<file path="src/rtl/ghost_move_ctrl_if.sv">
// Signal bundle between the ghost move controller and its environment:
// move request, distance-map read port and ghost position outputs.
interface ghost_move_ctrl_if;
    logic       move_tick;
    logic       map_ready;
    logic [7:0] data;
    logic [5:0] rdaddr_x;
    logic [4:0] rdaddr_y;
    logic [5:0] ghost_x;
    logic [4:0] ghost_y;
    logic [5:0] prev_x;
    logic [4:0] prev_y;
    logic       move_done;
    logic       busy;

    modport master (
        output move_tick, map_ready, data,
        input  rdaddr_x, rdaddr_y, ghost_x, ghost_y, prev_x, prev_y, move_done, busy
    );

    modport slave (
        input  move_tick, map_ready, data,
        output rdaddr_x, rdaddr_y, ghost_x, ghost_y, prev_x, prev_y, move_done, busy
    );
endinterface

</file>
<file path="src/rtl/ghost_move_ctrl.sv">
// Ghost step decision: reads the four neighbours of the ghost from the distance
// map, picks the cheapest legal one and updates current/previous positions.
//
// state    | meaning
// ---------|---------------------------------------------------------------
// S_IDLE   | waiting for a pending move request with the map valid
// S_READ   | presenting neighbour k for RD_LAT cycles, sampling its cost
// S_DECIDE | choosing the lowest-rank legal neighbour and moving the ghost
module ghost_move_ctrl #(
    parameter int START_X = 16,
    parameter int START_Y = 13,
    parameter int RD_LAT  = 2
) (
    input logic              CLOCK_50,
    input logic              reset,
    ghost_move_ctrl_if.slave bus
);
    localparam int            CW       = (RD_LAT > 1) ? $clog2(RD_LAT) : 1;
    localparam logic [CW-1:0] LAT_LOAD = CW'(RD_LAT - 1);

    typedef enum logic [1:0] {S_IDLE, S_READ, S_DECIDE} state_t;

    state_t        state_q, state_d;
    logic          pending_q, pending_d;
    logic [1:0]    k_q, k_d;
    logic [CW-1:0] lat_q, lat_d;
    logic [7:0]    cost_q [4];
    logic [7:0]    cost_d [4];
    logic [5:0]    rdx_q, rdx_d;
    logic [4:0]    rdy_q, rdy_d;
    logic [5:0]    gx_q, gx_d, px_q, px_d;
    logic [4:0]    gy_q, gy_d, py_q, py_d;
    logic          done_q, done_d;

    logic [5:0]    nb_x [4];
    logic [4:0]    nb_y [4];
    logic          nb_ok [4];
    logic [5:0]    rd_x [4];
    logic [4:0]    rd_y [4];
    logic [1:0]    k_nxt;
    logic          found;
    logic [1:0]    best;
    logic [8:0]    best_rank;
    logic [8:0]    cand_rank;

    // Neighbour order doubles as tie-break priority: up, left, down, right.
    always_comb begin
        nb_x[0]  = gx_q;         nb_y[0] = gy_q - 5'd1; nb_ok[0] = (gy_q != 5'd0);
        nb_x[1]  = gx_q - 6'd1;  nb_y[1] = gy_q;        nb_ok[1] = (gx_q != 6'd0);
        nb_x[2]  = gx_q;         nb_y[2] = gy_q + 5'd1; nb_ok[2] = (gy_q < 5'd29);
        nb_x[3]  = gx_q + 6'd1;  nb_y[3] = gy_q;        nb_ok[3] = (gx_q < 6'd39);
        for (int j = 0; j < 4; j++) begin
            rd_x[j] = nb_ok[j] ? nb_x[j] : gx_q;
            rd_y[j] = nb_ok[j] ? nb_y[j] : gy_q;
        end
    end

    assign k_nxt = k_q + 2'd1;

    // 253 (prior ghost cell) ranks above every ordinary cost; 254/255 excluded.
    always_comb begin
        found     = 1'b0;
        best      = 2'd0;
        best_rank = '1;
        cand_rank = '0;
        for (int j = 0; j < 4; j++) begin
            cand_rank = {cost_q[j] == 8'd253, cost_q[j]};
            if (cost_q[j] < 8'd254 && (!found || cand_rank < best_rank)) begin
                found     = 1'b1;
                best      = 2'(j);
                best_rank = cand_rank;
            end
        end
    end

    always_comb begin
        state_d   = state_q;
        pending_d = pending_q;
        k_d       = k_q;
        lat_d     = lat_q;
        cost_d    = cost_q;
        rdx_d     = rdx_q;
        rdy_d     = rdy_q;
        gx_d      = gx_q;
        gy_d      = gy_q;
        px_d      = px_q;
        py_d      = py_q;
        done_d    = 1'b0;
        case (state_q)
            S_IDLE: begin
                if (pending_q && bus.map_ready) begin
                    pending_d = 1'b0;
                    k_d       = 2'd0;
                    lat_d     = LAT_LOAD;
                    rdx_d     = rd_x[0];
                    rdy_d     = rd_y[0];
                    state_d   = S_READ;
                end else if (bus.move_tick) begin
                    pending_d = 1'b1;
                end
            end
            S_READ: begin
                if (lat_q == '0) begin
                    cost_d[k_q] = nb_ok[k_q] ? bus.data : 8'hFF;
                    if (k_q != 2'd3) begin
                        k_d   = k_nxt;
                        lat_d = LAT_LOAD;
                        rdx_d = rd_x[k_nxt];
                        rdy_d = rd_y[k_nxt];
                    end else begin
                        state_d = S_DECIDE;
                    end
                end else begin
                    lat_d = lat_q - 1'b1;
                end
            end
            S_DECIDE: begin
                if (found) begin
                    px_d = gx_q;
                    py_d = gy_q;
                    gx_d = nb_x[best];
                    gy_d = nb_y[best];
                end
                done_d  = 1'b1;
                state_d = S_IDLE;
            end
            default: state_d = S_IDLE;
        endcase
    end

    always_ff @(posedge CLOCK_50 or negedge reset) begin
        if (!reset) begin
            state_q   <= S_IDLE;
            pending_q <= 1'b0;
            k_q       <= 2'd0;
            lat_q     <= '0;
            for (int j = 0; j < 4; j++) cost_q[j] <= 8'd0;
            rdx_q     <= 6'd0;
            rdy_q     <= 5'd0;
            gx_q      <= 6'(START_X);
            gy_q      <= 5'(START_Y);
            px_q      <= 6'(START_X);
            py_q      <= 5'(START_Y);
            done_q    <= 1'b0;
        end else begin
            state_q   <= state_d;
            pending_q <= pending_d;
            k_q       <= k_d;
            lat_q     <= lat_d;
            cost_q    <= cost_d;
            rdx_q     <= rdx_d;
            rdy_q     <= rdy_d;
            gx_q      <= gx_d;
            gy_q      <= gy_d;
            px_q      <= px_d;
            py_q      <= py_d;
            done_q    <= done_d;
        end
    end

    assign bus.rdaddr_x  = rdx_q;
    assign bus.rdaddr_y  = rdy_q;
    assign bus.ghost_x   = gx_q;
    assign bus.ghost_y   = gy_q;
    assign bus.prev_x    = px_q;
    assign bus.prev_y    = py_q;
    assign bus.move_done = done_q;
    assign bus.busy      = (state_q != S_IDLE);
endmodule

</file>
<file path="src/flat_wrapper.sv">
// flat-port wrapper written by rule: the top's interface ports become plain ports
module ghost_move_ctrl_flat 
#(
    parameter int START_X = 16,
    parameter int START_Y = 13,
    parameter int RD_LAT  = 2
)
  (CLOCK_50, reset, bus_move_tick, bus_map_ready, bus_data, bus_rdaddr_x, bus_rdaddr_y, bus_ghost_x, bus_ghost_y, bus_prev_x, bus_prev_y, bus_move_done, bus_busy);
  ghost_move_ctrl_if bus_i ();
  input logic CLOCK_50;
  input logic reset;
  input wire logic [$bits(bus_i.move_tick)-1:0] bus_move_tick;
  input wire logic [$bits(bus_i.map_ready)-1:0] bus_map_ready;
  input wire logic [$bits(bus_i.data)-1:0] bus_data;
  output wire logic [$bits(bus_i.rdaddr_x)-1:0] bus_rdaddr_x;
  output wire logic [$bits(bus_i.rdaddr_y)-1:0] bus_rdaddr_y;
  output wire logic [$bits(bus_i.ghost_x)-1:0] bus_ghost_x;
  output wire logic [$bits(bus_i.ghost_y)-1:0] bus_ghost_y;
  output wire logic [$bits(bus_i.prev_x)-1:0] bus_prev_x;
  output wire logic [$bits(bus_i.prev_y)-1:0] bus_prev_y;
  output wire logic [$bits(bus_i.move_done)-1:0] bus_move_done;
  output wire logic [$bits(bus_i.busy)-1:0] bus_busy;
  assign bus_i.move_tick = bus_move_tick;
  assign bus_i.map_ready = bus_map_ready;
  assign bus_i.data = bus_data;
  assign bus_rdaddr_x = bus_i.rdaddr_x;
  assign bus_rdaddr_y = bus_i.rdaddr_y;
  assign bus_ghost_x = bus_i.ghost_x;
  assign bus_ghost_y = bus_i.ghost_y;
  assign bus_prev_x = bus_i.prev_x;
  assign bus_prev_y = bus_i.prev_y;
  assign bus_move_done = bus_i.move_done;
  assign bus_busy = bus_i.busy;
  ghost_move_ctrl #(.START_X(START_X), .START_Y(START_Y), .RD_LAT(RD_LAT)) u_core (.CLOCK_50(CLOCK_50), .reset(reset), .bus(bus_i));
endmodule
</file>
<file path="config.mk">
export PLATFORM = sky130hd
export DESIGN_NAME = ghost_move_ctrl_flat
export DESIGN_NICKNAME = d
export VERILOG_FILES = /design/src/rtl/ghost_move_ctrl_if.sv /design/src/rtl/ghost_move_ctrl.sv /design/src/flat_wrapper.sv
export SDC_FILE = /design/constraint.sdc
export NUM_CORES = 1
export LEC_CHECK = 0
export ABC_AREA = 1
export CAP_MARGIN = 10
export CORE_MARGIN = 5
export CORE_UTILIZATION = 35
export CTS_BUF_LIST = sky130_fd_sc_hd__clkbuf_4
export DETAILED_ROUTE_END_ITERATION = 10
export PLACE_DENSITY_LB_ADDON = 0.2
export SLEW_MARGIN = 30
export SYNTH_ARGS = -nofsm -noshare
export SYNTH_HDL_FRONTEND = slang
export SYNTH_SLANG_ARGS = --single-unit
</file>
<file path="constraint.sdc">
create_clock -name CLOCK_50 -period 9.6 [get_ports CLOCK_50]
set_input_delay 1.92 -clock CLOCK_50 [delete_from_list [all_inputs] [get_ports CLOCK_50]]
set_output_delay 1.92 -clock CLOCK_50 [all_outputs]
set_load 0.05 [all_outputs]
</file>
==> metrics.cfg, run 1 <==
[global_route]
grt.total_usage_pct=15.1
grt_pass1_wl_um=19400
grt_max_degree=73
grt_overflow=0
grt_pass1_vias=3854
antenna_found_initial=1

[layout]
area_growth_pct=15.8
n_fill_cell=1325
final_nets=688
drive_gt1_share_pct=7.24

[routing]
drt-pass1-iter-count=4
drt-total-wl_um=11600
vias=4043
vias_per_cell=4.89
drt_iter0_drc=314
drt_drc_violations_left=0
ant_nets=0
wl_per_cell_um=14.1

[setup_path]
timing.critical_path.mode_cell=nand2_1
worstPathRequired_ns=9.97
path_class=reg2reg
worstRegToRegCells=32
start_kind=flop
crit_fanout=26
cp-end-kind=flop
max_stage_delay_ns=0.39
crit_slowest_cell=dfrtp_1
arrival_ns=5.89

[timing]
rsz0062_at_grt=no
fmax_mhz=181
setup_viol=0
max_slew_margin_pct=40.4
fin_crit_ns=5.52
slew_viol_final=0
period_share_pct=57.5
layout_setup_ws_ns=4.08
fin_worst_skew_ns=0.0146
tns_ns=0
hold_viol=0
worst_pin_slew_ns=0.891

[run_status]
status=finished clean

[logic_synthesis]
netlist_top_cells_count=nand2_1 (156), inv_1 (81), o21ai_0 (68), dfrtp_1 (64), nor2_1 (39)
ys_async_sr_fraction_pct=100
syn_area_per_cell_um2=7.53
yosysSeqAreaShare_pct=39.2
synth_area_leaders=dfrtp_1 (35%), nand2_1 (13%), ha_1 (8.7%)
synthCells=614
yosys_warnings=0
synth-seq-cells=72
yosysMostFrequentCell=nand2_1
yosysTopAreaCell=dfrtp_1
synth_edf_count=0
synth-main-ff-cell=dfrtp_1
ys_types=38
synth_area_mm2=0.00462
syn_nets=658
yosys.area.top_type_share_pct=34.6

[clock_tree]
cts_inserted_buffers=9
postCtsSetupBuffers=0
cts_tree=yes
cts-root-buf=clkbuf_4
cts_resized=0
h-tree-depth=3
clock-sinks=72
clkTransAtPathRegs_ns=0.13
cts_hold_buf=0
clock_latency_ns=0.43
ctsLongestPathBuffers=2

[die]
coreArea_mm2=0.0131
initial_core_util_pct=35.3
die_area_mm2=0.0156
die_h_um=125
ios=47
rows=42
dieWidth_um=125

[placed_design]
post-dp-hpwl_um=8710
gp_congestion=0.894
port_buffers=46
place_ws_ns=4.15

[min_path]
min_path_cells=1
hold_path.class=reg2reg

[job]
max_cap_viol_count=0

-- critical path, delay by kind of cell (launching register included) --
kind                     cells  cell delay, ns
buffers and inverters        2            0.16
AND/OR/NAND/NOR             18            2.27
AO/OA/AOI/OAI                9            1.66
flip-flops                   1            0.39
adder cells (fa/ha/maj)      3            0.94
-- cells in the final DEF (no fill, tap or decap), types with 4 or more instances in the layout --
master and count:
dfstp_2 8, clkdlybuf4s50_1 45, inv_1 81, xor2_1 11, nor2_2 4, a31oi_1 9
nand4_1 5, clkbuf_4 10, dfrtp_1 64, o211ai_1 7, nand2_1 156, nor3_1 6
ha_1 32, nand3_1 30, nor4_1 5, a21oi_1 27, nor2_1 36, o21ai_0 68
nand2_2 6, xnor2_1 4
-- registers in the layout (all words and copies together) (netlist names) --
| register | cells |
|---|---|
| u_core.bus.rdaddr_y | 5 |
| u_core.k_q | 2 |
| u_core.cand_rank | 8 |
| u_core.state_q | 2 |
| u_core.lat_q | 1 |
| u_core.bus.ghost_y | 5 |
| u_core.bus.ghost_x | 6 |
| u_core.pending_q | 1 |
| u_core.cost_q | 24 |
| u_core.bus.move_done | 1 |
| u_core.bus.prev_y | 5 |
| u_core.bus.prev_x | 6 |
| u_core.bus.rdaddr_x | 6 |
-- layer usage --
layer	track usage, %	share of wire (%)	vias to the layer above
li1	-	-	2051
met1	22.1	52	1869
met2	22.5	43	106
met3	2.77	4.0	17
met4	5.17	1.6	0
met5	0	0	-
-- cells by family after synthesis --
family	synth area share (%)
AOI/OAI and AO/OA	15.1
and+or+nand+nor	23.9
xor gates and xnor gates	2.84
buffers and inverters	10.4
DFF	39.2
adders and majority gates	8.66
-- stage by stage --
step / util (%) / hold slack [ns] / instance area [um^2] / cells
2_1_floorplan: - / 0.436 / 4620 / 614
3_3_place_gp: 39.4 / 0.454 / 5160 / 809
3_5_place_dp: 39.4 / 0.466 / 5160 / 809
4_1_cts: 40.8 / 0.481 / 5340 / 825
5_1_grt: 40.9 / 0.511 / 5360 / 826
6_report: 40.9 / 0.486 / 5360 / 826
-- path summary, 6_finish.rpt --
path                              startpoint                      to  slack, ns
setup / recovery           u_core.cost_q[21]   u_core.bus.ghost_x[3]       4.08
max in group asynchronous              reset  u_core.bus.rdaddr_x[4]       7.65
setup reg to reg           u_core.cost_q[21]   u_core.bus.ghost_x[3]       4.08
min in group asynchronous              reset       u_core.cost_q[31]       1.48
hold / removal             u_core.state_q[0]    u_core.bus.move_done       0.49
hold reg to reg            u_core.state_q[0]    u_core.bus.move_done       0.49
-- final cells by class --
cell class | count | area [um^2] | share of cell area (%)
Antenna cell | 1 | 2.50 | 0.0467
Sequential cell | 72 | 1810 | 33.8
Clock inverter | 6 | 108 | 2.01
Tap cell | 176 | 220 | 4.11
Multi-Input combinational cell | 427 | 2340 | 43.7
Inverter | 86 | 323 | 6.03
Clock buffer | 10 | 75.1 | 1.40
Timing Repair Buffer | 48 | 477 | 8.90
Power of run 1 is not shown: default switching activity piles up to over one toggle a cycle in this logic, so the estimate is an artifact.
==> inputs of run 2 (changes only) <==
==> constraint.sdc (replaced) <==
create_clock -name CLOCK_50 -period 5.7 [get_ports CLOCK_50]
set_input_delay 1.14 -clock CLOCK_50 [delete_from_list [all_inputs] [get_ports CLOCK_50]]
set_output_delay 1.14 -clock CLOCK_50 [all_outputs]
set_load 0.05 [all_outputs]
==> run 2 against run 1 <==
  * Hold slack improved by 0.0091 ns
  * Register-to-register slack worse by 3.6 ns
  * Sequential share of layout area shrank 0.65 points
  * Sequential cell count unchanged
  * Setup slack got worse by 3.6 ns
  * Critical path depth fell by 1
  * Highest routed layer unchanged
==> metrics.cfg, run 2 (synthesized netlist as in run 1, its figures left out) <==
[run_status]
status=finished clean

[setup_path]
start_kind=flop
crit_fanout=26
max_stage_delay_ns=0.40
arrival_ns=5.57
worstPathRequired_ns=6.09
timing.critical_path.mode_cell=nand2_1
cp-end-kind=flop
crit_slowest_cell=dfrtp_1
path_class=reg2reg

[routing]
drt-total-wl_um=11700
drt_iter0_drc=339
vias=4079
wl_per_cell_um=14.2
drt_drc_violations_left=0
vias_per_cell=4.93
ant_nets=0
drt-pass1-iter-count=7

[clock_tree]
clock-sinks=72
clkTransAtPathRegs_ns=0.13
h-tree-depth=3
cts_tree=yes
ctsLongestPathBuffers=2
cts_hold_buf=0
cts_inserted_buffers=9
clock_latency_ns=0.44
cts-root-buf=clkbuf_4

[layout]
area_growth_pct=18.1
regMostFlops=u_core.cost_q
largest_reg_flops=24
final_common_cell=nand2_1
drive_gt1_share_pct=8.15
final_cell_mix=nand2_1 (156), inv_1 (81), o21ai_0 (65), dfrtp_1 (64), clkdlybuf4s50_1 (45)
final_nets=689
fin_util_pct=41.7

[min_path]
hold_path.class=reg2reg

[die]
die_area_mm2=0.0156
rows=42
die_h_um=125
initial_core_util_pct=35.3
coreArea_mm2=0.0131
dieWidth_um=125
ios=47

[global_route]
grt.total_usage_pct=15.2
antenna_found_initial=1
grt_pass1_wl_um=19500
grt_pass1_vias=3919
grt_max_degree=73
grt_overflow=0

[timing]
hold_viol=0
fmax_mhz=193
tns_ns=0
fin_worst_skew_ns=0.0130
fin_crit_ns=5.18
max_slew_margin_pct=48.5
slew_viol_final=0
period_share_pct=91.0
setup_viol=0
worst_pin_slew_ns=0.770
rsz0062_at_grt=no

[placed_design]
post-dp-hpwl_um=8730
gp_congestion=0.894
port_buffers=46

[job]
max_cap_viol_count=0

## run 2: cell count changes in the layout (fill, tap and decap cells not counted), sizes merged
cell / before / now
clkbuf: 10 / 9
clkinv: 5 / 4
buf: 3 / 4
bufinv: 3 / 5
## run 2: final timing paths
path / from / end / slack [ns] / cells after the start
worst max-delay path: u_core.cost_q[22] / u_core.bus.ghost_x[3] / 0.52 / 31
worst min-delay path: u_core.bus.rdaddr_x[5] / u_core.bus.rdaddr_x[5] / 0.50 / 2
worst max register to register: u_core.cost_q[22] / u_core.bus.ghost_x[3] / 0.52 / 31
worst min register to register: u_core.bus.rdaddr_x[5] / u_core.bus.rdaddr_x[5] / 0.50 / 2
max in group asynchronous: reset / u_core.cand_rank[2] / 4.52 / 1
min in group asynchronous: reset / u_core.cost_q[28] / 0.68 / 1
## run 2: what timing repair did
item	in CTS	in global routing
setup buffers	0	1
gates resized for setup	0	10
setup endpoints to repair	0	11
## run 2: metal layers
metal | vias to the layer above | share of wire (%) | GRT usage [%]
met5 | - | 0 | 0
met4 | 0 | 1.6 | 5.10
met1 | 1896 | 50 | 22.1
li1 | 2059 | - | -
met3 | 20 | 4.8 | 2.73
met2 | 104 | 44 | 22.8
## run 2: cell type report
type / count / area, um^2
Timing Repair Buffer: 49 / 484
Clock buffer: 9 / 67.6
Sequential cell: 72 / 1810
Tap cell: 176 / 220
Fill cell: 1321 / 7620
Inverter: 86 / 323
Clock inverter: 7 / 168
Antenna cell: 1 / 2.50
Multi-Input combinational cell: 427 / 2380
## run 2: critical path: cells and delay by family (launching register included)
kind                       cells  cell delay [ns]
AOI/OAI and AO/OA              7             1.35
adders and majority gates      3             0.91
and+or+nand+nor               19             2.20
DFF                            1             0.40
buffers and inverters          2             0.22
## run 2: per-stage QoR
stage               instances  hold slack (ns)  setup WS (ns)  cell area [um^2]
finish                    827            0.495          0.516              5460
global route              827            0.530         0.0652              5460
CTS                       825            0.499          0.225              5400
detailed placement        809            0.473          0.256              5160
global placement          809            0.454          0.506              5160
floorplan                 614            0.436          0.724              4620
Power of run 2 is left out for the same reason.
==> inputs of run 3 (changes only) <==
--- a/config.mk
+++ b/config.mk
@@ -9,7 +9,7 @@
 export CAP_MARGIN = 10
 export CORE_MARGIN = 5
 export CORE_UTILIZATION = 35
-export CTS_BUF_LIST = sky130_fd_sc_hd__clkbuf_4
+export CTS_CLUSTER_SIZE = 40
 export DETAILED_ROUTE_END_ITERATION = 10
 export PLACE_DENSITY_LB_ADDON = 0.2
 export SLEW_MARGIN = 30
==> constraint.sdc (replaced) <==
create_clock -name CLOCK_50 -period 5.8 [get_ports CLOCK_50]
set_input_delay 1.16 -clock CLOCK_50 [delete_from_list [all_inputs] [get_ports CLOCK_50]]
set_output_delay 1.16 -clock CLOCK_50 [all_outputs]
set_load 0.05 [all_outputs]
==> run 3 against run 2 <==
  * Die area is the same
  * Via count shrank 0.37%
  * Setup slack gained 0.087 ns
  * Utilization grew 1.0 points
  * Count of clock-buffer cells in the layout is the same
  * Clock skew shrank 0.0066 ns
  * Design area grew 2.4%
  * Critical path depth grew 1
  * Global-route usage grew 0.064 points
  * Hold slack lost 0.018 ns
  * Routed wire length grew 0.15%
  * First-iteration DRC count shrank 21%
  * Critical endpoint is now u_core.bus.ghost_x[2]
  * Highest routed layer unchanged
==> metrics.cfg, run 3 (synthesized netlist as in run 1, its figures left out) <==
[routing]
drt-total-wl_um=11700
vias_per_cell=4.93
vias=4064
drt_iter0_drc=269
wl_per_cell_um=14.2
drt_drc_violations_left=0
drt-pass1-iter-count=4
ant_nets=0

[timing]
fin_worst_skew_ns=0.00639
fin_crit_ns=5.20
worst_pin_slew_ns=0.900
setup_viol=0
max_slew_margin_pct=39.8
tns_ns=0
rsz0062_at_grt=no
hold_viol=0
slew_viol_final=0
period_share_pct=89.6
fmax_mhz=192

[min_path]
min_path_cells=1
worst_hold_startpoint=u_core.state_q[0]
hold_path.class=reg2reg

[layout]
final_common_cell=nand2_1
final_cell_mix=nand2_1 (156), inv_1 (81), dfrtp_1 (64), o21ai_0 (63), clkdlybuf4s50_1 (45)
largest_reg_flops=24
fin_util_pct=42.7
drive_gt1_share_pct=7.70
final_nets=688
area_growth_pct=20.9
antenna_cells=0
regMostFlops=u_core.cost_q

[die]
die_h_um=125
initial_core_util_pct=35.3
ios=47
dieWidth_um=125
rows=42
die_area_mm2=0.0156
coreArea_mm2=0.0131

[clock_tree]
cts_inserted_buffers=9
postCtsSetupBuffers=0
clkTransAtPathRegs_ns=0.06
cts_tree=yes
cts_hold_buf=0
cts-root-buf=clkbuf_16
cts_resized=0
h-tree-depth=3
clock-sinks=72
clock_latency_ns=0.34
ctsLongestPathBuffers=2

[setup_path]
arrival_ns=5.48
cp-end-kind=flop
startpoint=u_core.cost_q[20]
start_kind=flop
timing.critical_path.mode_cell=nand2_1
max_stage_delay_ns=0.39
crit_fanout=26
worstPathRequired_ns=6.08
crit_slowest_cell=dfrtp_1
timing.rr.start=u_core.cost_q[20]
worstRegToRegCells=32
path_class=reg2reg

[global_route]
grt_overflow=0
grt_max_degree=73
antenna_found_initial=0
grt_pass1_wl_um=19600
grt.total_usage_pct=15.2
grt_pass1_vias=3888

[job]
max_cap_viol_count=0

[placed_design]
gp_congestion=0.894
post-dp-hpwl_um=8780
port_buffers=46

[run_status]
status=finished clean

run 3: cell count changes in the layout (fill, tap and decap cells not counted), moves of 2 or more:
cell | before | now
clkbuf_4 | 9 | 0
o21ai_1 | 4 | 6
clkbuf_16 | 0 | 9
o21ai_0 | 65 | 63
run 3: layout make-up:
| type | instances | area, um^2 |
|---|---|---|
| Clock buffer | 9 | 225 |
| Clock inverter | 7 | 168 |
| Fill cell | 1305 | 7490 |
| Inverter | 86 | 323 |
| Multi-Input combinational cell | 427 | 2370 |
| Sequential cell | 72 | 1810 |
| Tap cell | 176 | 220 |
| Timing Repair Buffer | 48 | 477 |
run 3: metrics by stage:
stage	worst slack, ns	cells	hold slack (ns)	cell area, um^2
after global placement	0.606	809	0.454	5160
after CTS	0.361	825	0.486	5550
final	0.603	825	0.478	5590
after detailed placement	0.375	809	0.471	5160
after global routing	0.0357	825	0.512	5590
after floorplan	0.824	614	0.436	4620
run 3: path summary, 6_finish.rpt:
kind	end	slack, ns
worst max-delay path	u_core.bus.ghost_x[2]	0.60
worst min-delay path	u_core.bus.move_done	0.48
worst max register to register	u_core.bus.ghost_x[2]	0.60
worst min register to register	u_core.bus.move_done	0.48
max in group asynchronous	u_core.cand_rank[0]	4.48
min in group asynchronous	u_core.cost_q[28]	0.79
run 3: worst max-delay path, delay by kind of cell, from the launching register on:
kind,cells,cell delay (ns)
fa+ha+maj,3,0.90
compound gates,9,1.49
flops,1,0.39
simple gates,18,2.16
buf+inv,2,0.17
run 3: layer usage:
metal | vias up | global-route usage (%) | wire (um)
li1 | 2053 | - | -
met1 | 1912 | 22.2 | 6090
met2 | 76 | 22.6 | 5020
met3 | 23 | 2.00 | 338
met4 | 0 | 6.70 | 282
met5 | - | 0 | 0
Power of run 3 is left out for the same reason.
